$ cat src/rtl/tm1637_byte_tx.sv
// TM1637 byte engine: start, 8 data bits LSB first, ACK, optional stop.
// Open-drain SCL/SDA; an open bus lets the next byte skip the start.
module tm1637_byte_tx #(
  parameter int CLK_DIV = 125
) (
  input  logic       clk,
  input  logic       rst,
  input  logic       latch,
  input  logic [7:0] data,
  input  logic       stop_bit,
  output logic       busy,
  output logic       scl_en,
  output logic       scl_out,
  output logic       sda_en,
  output logic       sda_out,
  input  logic       sda_in,
  output logic       ack_err
);

  localparam int CW = (CLK_DIV > 2) ? $clog2(CLK_DIV) : 1;
  localparam logic [CW-1:0] CNT_LAST = CW'(CLK_DIV - 1);

  typedef enum logic [2:0] {
    IDLE,
    START,
    BIT,
    ACK,
    STOP,
    HOLD
  } state_t;

  state_t        state_q;
  logic [CW-1:0] cnt_q, cnt_d;
  logic [1:0]    qtr_q;
  logic [2:0]    bit_q;
  logic [7:0]    data_q;
  logic          stop_q;
  logic          busy_q;
  logic          scl_en_q;
  logic          sda_en_q;
  logic          ack_err_q;
  logic          bus_open_q;
  logic          tick;

  assign tick    = busy_q && (cnt_q == CNT_LAST);
  assign busy    = busy_q;
  assign scl_en  = scl_en_q;
  assign sda_en  = sda_en_q;
  assign ack_err = ack_err_q;
  assign scl_out = 1'b0;
  assign sda_out = 1'b0;

  // Quarter divider: parked at zero while idle, wraps every CLK_DIV.
  always_comb begin
    cnt_d = cnt_q + 1'b1;
    if (!busy_q || tick) cnt_d = '0;
  end

  // Byte sequencer with registered pin enables.
  always_ff @(posedge clk) begin
    if (!rst) begin
      state_q    <= IDLE;
      cnt_q      <= '0;
      qtr_q      <= 2'd0;
      bit_q      <= 3'd0;
      data_q     <= 8'h00;
      stop_q     <= 1'b0;
      busy_q     <= 1'b0;
      scl_en_q   <= 1'b0;
      sda_en_q   <= 1'b0;
      ack_err_q  <= 1'b0;
      bus_open_q <= 1'b0;
    end else begin
      cnt_q <= cnt_d;
      unique case (state_q)
        IDLE, HOLD: begin
          if (latch) begin
            data_q <= data;
            stop_q <= stop_bit;
            busy_q <= 1'b1;
            cnt_q  <= '0;
            qtr_q  <= 2'd0;
            bit_q  <= 3'd0;
            if (bus_open_q) begin
              state_q  <= BIT;
              scl_en_q <= 1'b1;
              sda_en_q <= ~data[0];
            end else begin
              state_q  <= START;
              scl_en_q <= 1'b0;
              sda_en_q <= 1'b1;
            end
          end
        end
        START: begin
          if (tick) begin
            if (qtr_q == 2'd0) begin
              qtr_q    <= 2'd1;
              scl_en_q <= 1'b1;
            end else begin
              state_q  <= BIT;
              qtr_q    <= 2'd0;
              bit_q    <= 3'd0;
              scl_en_q <= 1'b1;
              sda_en_q <= ~data_q[0];
            end
          end
        end
        BIT: begin
          if (tick) begin
            qtr_q <= qtr_q + 2'd1;
            if (qtr_q == 2'd1) scl_en_q <= 1'b0;
            if (qtr_q == 2'd3) begin
              scl_en_q <= 1'b1;
              if (bit_q == 3'd7) begin
                state_q  <= ACK;
                sda_en_q <= 1'b0;
              end else begin
                bit_q    <= bit_q + 3'd1;
                sda_en_q <= ~data_q[bit_q + 3'd1];
              end
            end
          end
        end
        ACK: begin
          if (tick) begin
            qtr_q <= qtr_q + 2'd1;
            if (qtr_q == 2'd1) scl_en_q <= 1'b0;
            if (qtr_q == 2'd3) begin
              ack_err_q <= sda_in;
              scl_en_q  <= 1'b1;
              if (stop_q) begin
                state_q  <= STOP;
                sda_en_q <= 1'b1;
              end else begin
                state_q    <= HOLD;
                sda_en_q   <= 1'b0;
                busy_q     <= 1'b0;
                bus_open_q <= 1'b1;
              end
            end
          end
        end
        STOP: begin
          if (tick) begin
            qtr_q <= qtr_q + 2'd1;
            if (qtr_q == 2'd1) scl_en_q <= 1'b0;
            if (qtr_q == 2'd2) sda_en_q <= 1'b0;
            if (qtr_q == 2'd3) begin
              state_q    <= IDLE;
              busy_q     <= 1'b0;
              bus_open_q <= 1'b0;
            end
          end
        end
        default: state_q <= IDLE;
      endcase
    end
  end

endmodule
$ cat config.mk
export PLATFORM = sky130hd
export DESIGN_NAME = tm1637_byte_tx
export DESIGN_NICKNAME = d
export VERILOG_FILES = /design/src/rtl/tm1637_byte_tx.sv
export SDC_FILE = /design/constraint.sdc
export NUM_CORES = 1
export LEC_CHECK = 0
export CAP_MARGIN = 20
export CORE_MARGIN = 2
export CORE_UTILIZATION = 30
export DETAILED_ROUTE_END_ITERATION = 8
export MAX_ROUTING_LAYER = met4
export SYNTH_ARGS = -nofsm -noshare
export SYNTH_HDL_FRONTEND = slang
export SYNTH_SLANG_ARGS = --single-unit
$ cat constraint.sdc
create_clock -name clk -period 2.1 [get_ports clk]
set_input_delay 0.315 -clock clk [delete_from_list [all_inputs] [get_ports clk]]
set_output_delay 0.315 -clock clk [all_outputs]
set_load 0.01 [all_outputs]
==> flow_summary.ini <==
[floorplan]
rows = 27
die_area_um2 = 6200
start_util_pct = 30.8
num_io_pins = 19
fp.dieW_um = 78.7
die_y_um = 78.7
core_area_um2 = 5440

[cts]
root_buffer = clkbuf_8
htreeDepth = 2
postCtsSetupBuffers = 0
cts_tree = done
clockBufferDepth = 2
clkLatencyLatePin_ns = 0.28
cts_hold_buffers = 0
cts_made_buffers = 5
clock-sinks = 29
clkTransAtPathRegs_ns = 0.07
cts-resized-gates = 0

[setup_path]
cp_slowest_stage_delay_ns = 0.36
cp.required_ns = 2.31
cp-end-kind = flop
cp_slowest_cell = dfxtp_2
path_class = reg2reg
worstPathArrival_ns = 2.15
startpoint_type = flop
crit_chain = inv_1, ha_1, nor3b_2, o311ai_4, a222oi_1, buf_4, o21ai_1, a211oi_2
crit_path_max_fanout = 6

[routing]
vias = 1433
drtIter0Drc = 119
drcViolationCount = 0
wl_um = 3710
wl_per_cell_um = 12.6
viasPerCell = 4.87
ant_nets = 0
dr.pass1.iters = 4

[global_routing]
antenna_found_initial = 0
grt_max_degree = 18
grt_pass1_vias = 1325
grt-ovfl-total = 0
grtUsageTotal_pct = 13.4
grt_pass1_wl_um = 6410

[placement]
hpwl_um = 2740
port_buffers = 16
gp_congestion = 0.832
place_ws_ns = 0.0358

[power_and_ir_drop]
cellPowerDensity_nw_per_um2 = 701
power_mw = 1.46
irDropWorstVdd_mv = 0.278
p_leak_nw = 0.763

[synth]
synth-warning-count = 0
ys_ff_latch = 29
async_flop_share_pct = 0
synth_cell_type_count = 51
synth.cell_area_um2 = 1680
netlist_instances = 195
synth-main-ff-cell = dfxtp_1
synth_seq_area_share_pct = 34.7
syn_area_per_cell_um2 = 8.59
synth-edff-count = 0

[cells_and_area]
final_nets = 242
area_growth_pct = 24.0
final-seq-area_um2 = 582
drive_gt1_share_pct = 13.1
mostFrequentLayoutCells = dfxtp_1 (28), nor2_1 (26), clkdlybuf4s50_1 (16)
nFillCells = 553
multiInputGateArea_um2 = 1000
diodes = 0
final_common_cell = dfxtp_1

[timing]
setup_violations = 0
fin_crit_ns = 1.94
fin_skew_ns = 0.00310
fmax_mhz = 517
drv_slew = 0
whs_ns = 0.463
finalCritPeriodShare_pct = 92.2
rsz0062_at_grt = no
final_hold_viol_count = 0
fin_ws_ns = 0.165
tns_ns = 0

[hold_path]
worstHoldPathType = reg2reg

[outcome]
status = finished, final reports clean

[flow_run]
drv_cap = 0
[critical path, delay by kind of cell, from the launching register on]
kind,cells,cell delay [ns]
compound gates,4,0.70
flops,1,0.36
buf+inv,2,0.29
simple gates,1,0.26
fa+ha+maj,1,0.25
[registers in the layout, summed over array words and instances (netlist names)]
register / cells
data_q: 8
cnt_q: 7
bit_q: 3
state_q: 3
qtr_q: 2
ack_err: 1
bus_open_q: 1
busy: 1
scl_en: 1
sda_en: 1
stop_q: 1
[cell usage after synthesis, types with 2 or more instances]
library cell	count	area share, %
a222oi_1	2	1.2
o21ai_1	3	0.90
mux2i_1	14	8.4
a211oi_1	3	1.3
nor4_1	2	0.75
nor3_1	2	0.60
o21bai_1	2	0.90
clkbuf_1	5	1.1
buf_2	3	0.90
dfxtp_1	29	35
or3_1	3	1.1
buf_4	3	1.3
nand2b_1	2	0.75
nor2b_1	5	1.9
and3_1	2	0.75
xnor2_1	4	2.1
a21oi_1	11	3.3
o211ai_1	2	0.90
ha_1	8	6.0
inv_1	11	2.5
nand2_1	10	2.2
o22ai_1	3	1.1
xor2_1	4	2.1
nor2_1	26	5.8
nand3_1	10	3.0
[logic make-up (layout without fill, tap and decap cells)]
| kind of cell | Yosys count | in the layout | synth area share (%) |
|---|---|---|---|
| adder cells (fa/ha/maj) | 9 | 9 | 6.57 |
| flip-flops | 29 | 29 | 34.7 |
| other | 1 | 2 | 0.224 |
| XOR/XNOR | 8 | 8 | 4.18 |
| AND/OR/NAND/NOR | 69 | 69 | 20.5 |
| buffers and inverters | 24 | 50 | 6.27 |
| AO/OA/AOI/OAI | 40 | 40 | 17.8 |
| multiplexers | 15 | 15 | 9.71 |
[power by group]
part	switching, mW	internal (mW)	total (mW)
clock network	0.232	0.265	0.498
logic	0.161	0.175	0.336
registers	0.0371	0.586	0.623
[routing by layer]
layer  vias to the layer above  track usage, %  part of all wire [%]
met1                       657            18.2                    51
met3                         6            3.52                   3.6
li1                        741               -                     -
met5                         -               -                     0
met2                        29            19.1                    44
met4                         0            4.74                   1.8
[layout make-up]
class	instances	area share (%)
sequential	29	28.0
clock buffer	6	3.97
tap	72	4.33
inverter	12	2.17
multi-input combinational	143	48.1
timing repair buffer	30	12.8
clock inverter	2	0.662
[final timing paths]
kind / from / to / slack, ns / cells after the start
setup / recovery: qtr_q[0] / state_q[1] / 0.16 / 8
hold / removal: bit_q[1] / bit_q[1] / 0.46 / 2
setup reg to reg: qtr_q[0] / state_q[1] / 0.16 / 8
hold reg to reg: bit_q[1] / bit_q[1] / 0.46 / 2
[per-stage QoR]
stage | cells | utilization [%] | area, um2
2_1_floorplan | 196 | - | 1680
3_3_place_gp | 286 | 36.4 | 1980
3_5_place_dp | 286 | 36.4 | 1980
4_1_cts | 294 | 38.2 | 2080
5_1_grt | 294 | 38.2 | 2080
6_report | 294 | 38.2 | 2080
Power figures use the tool's default switching activity.
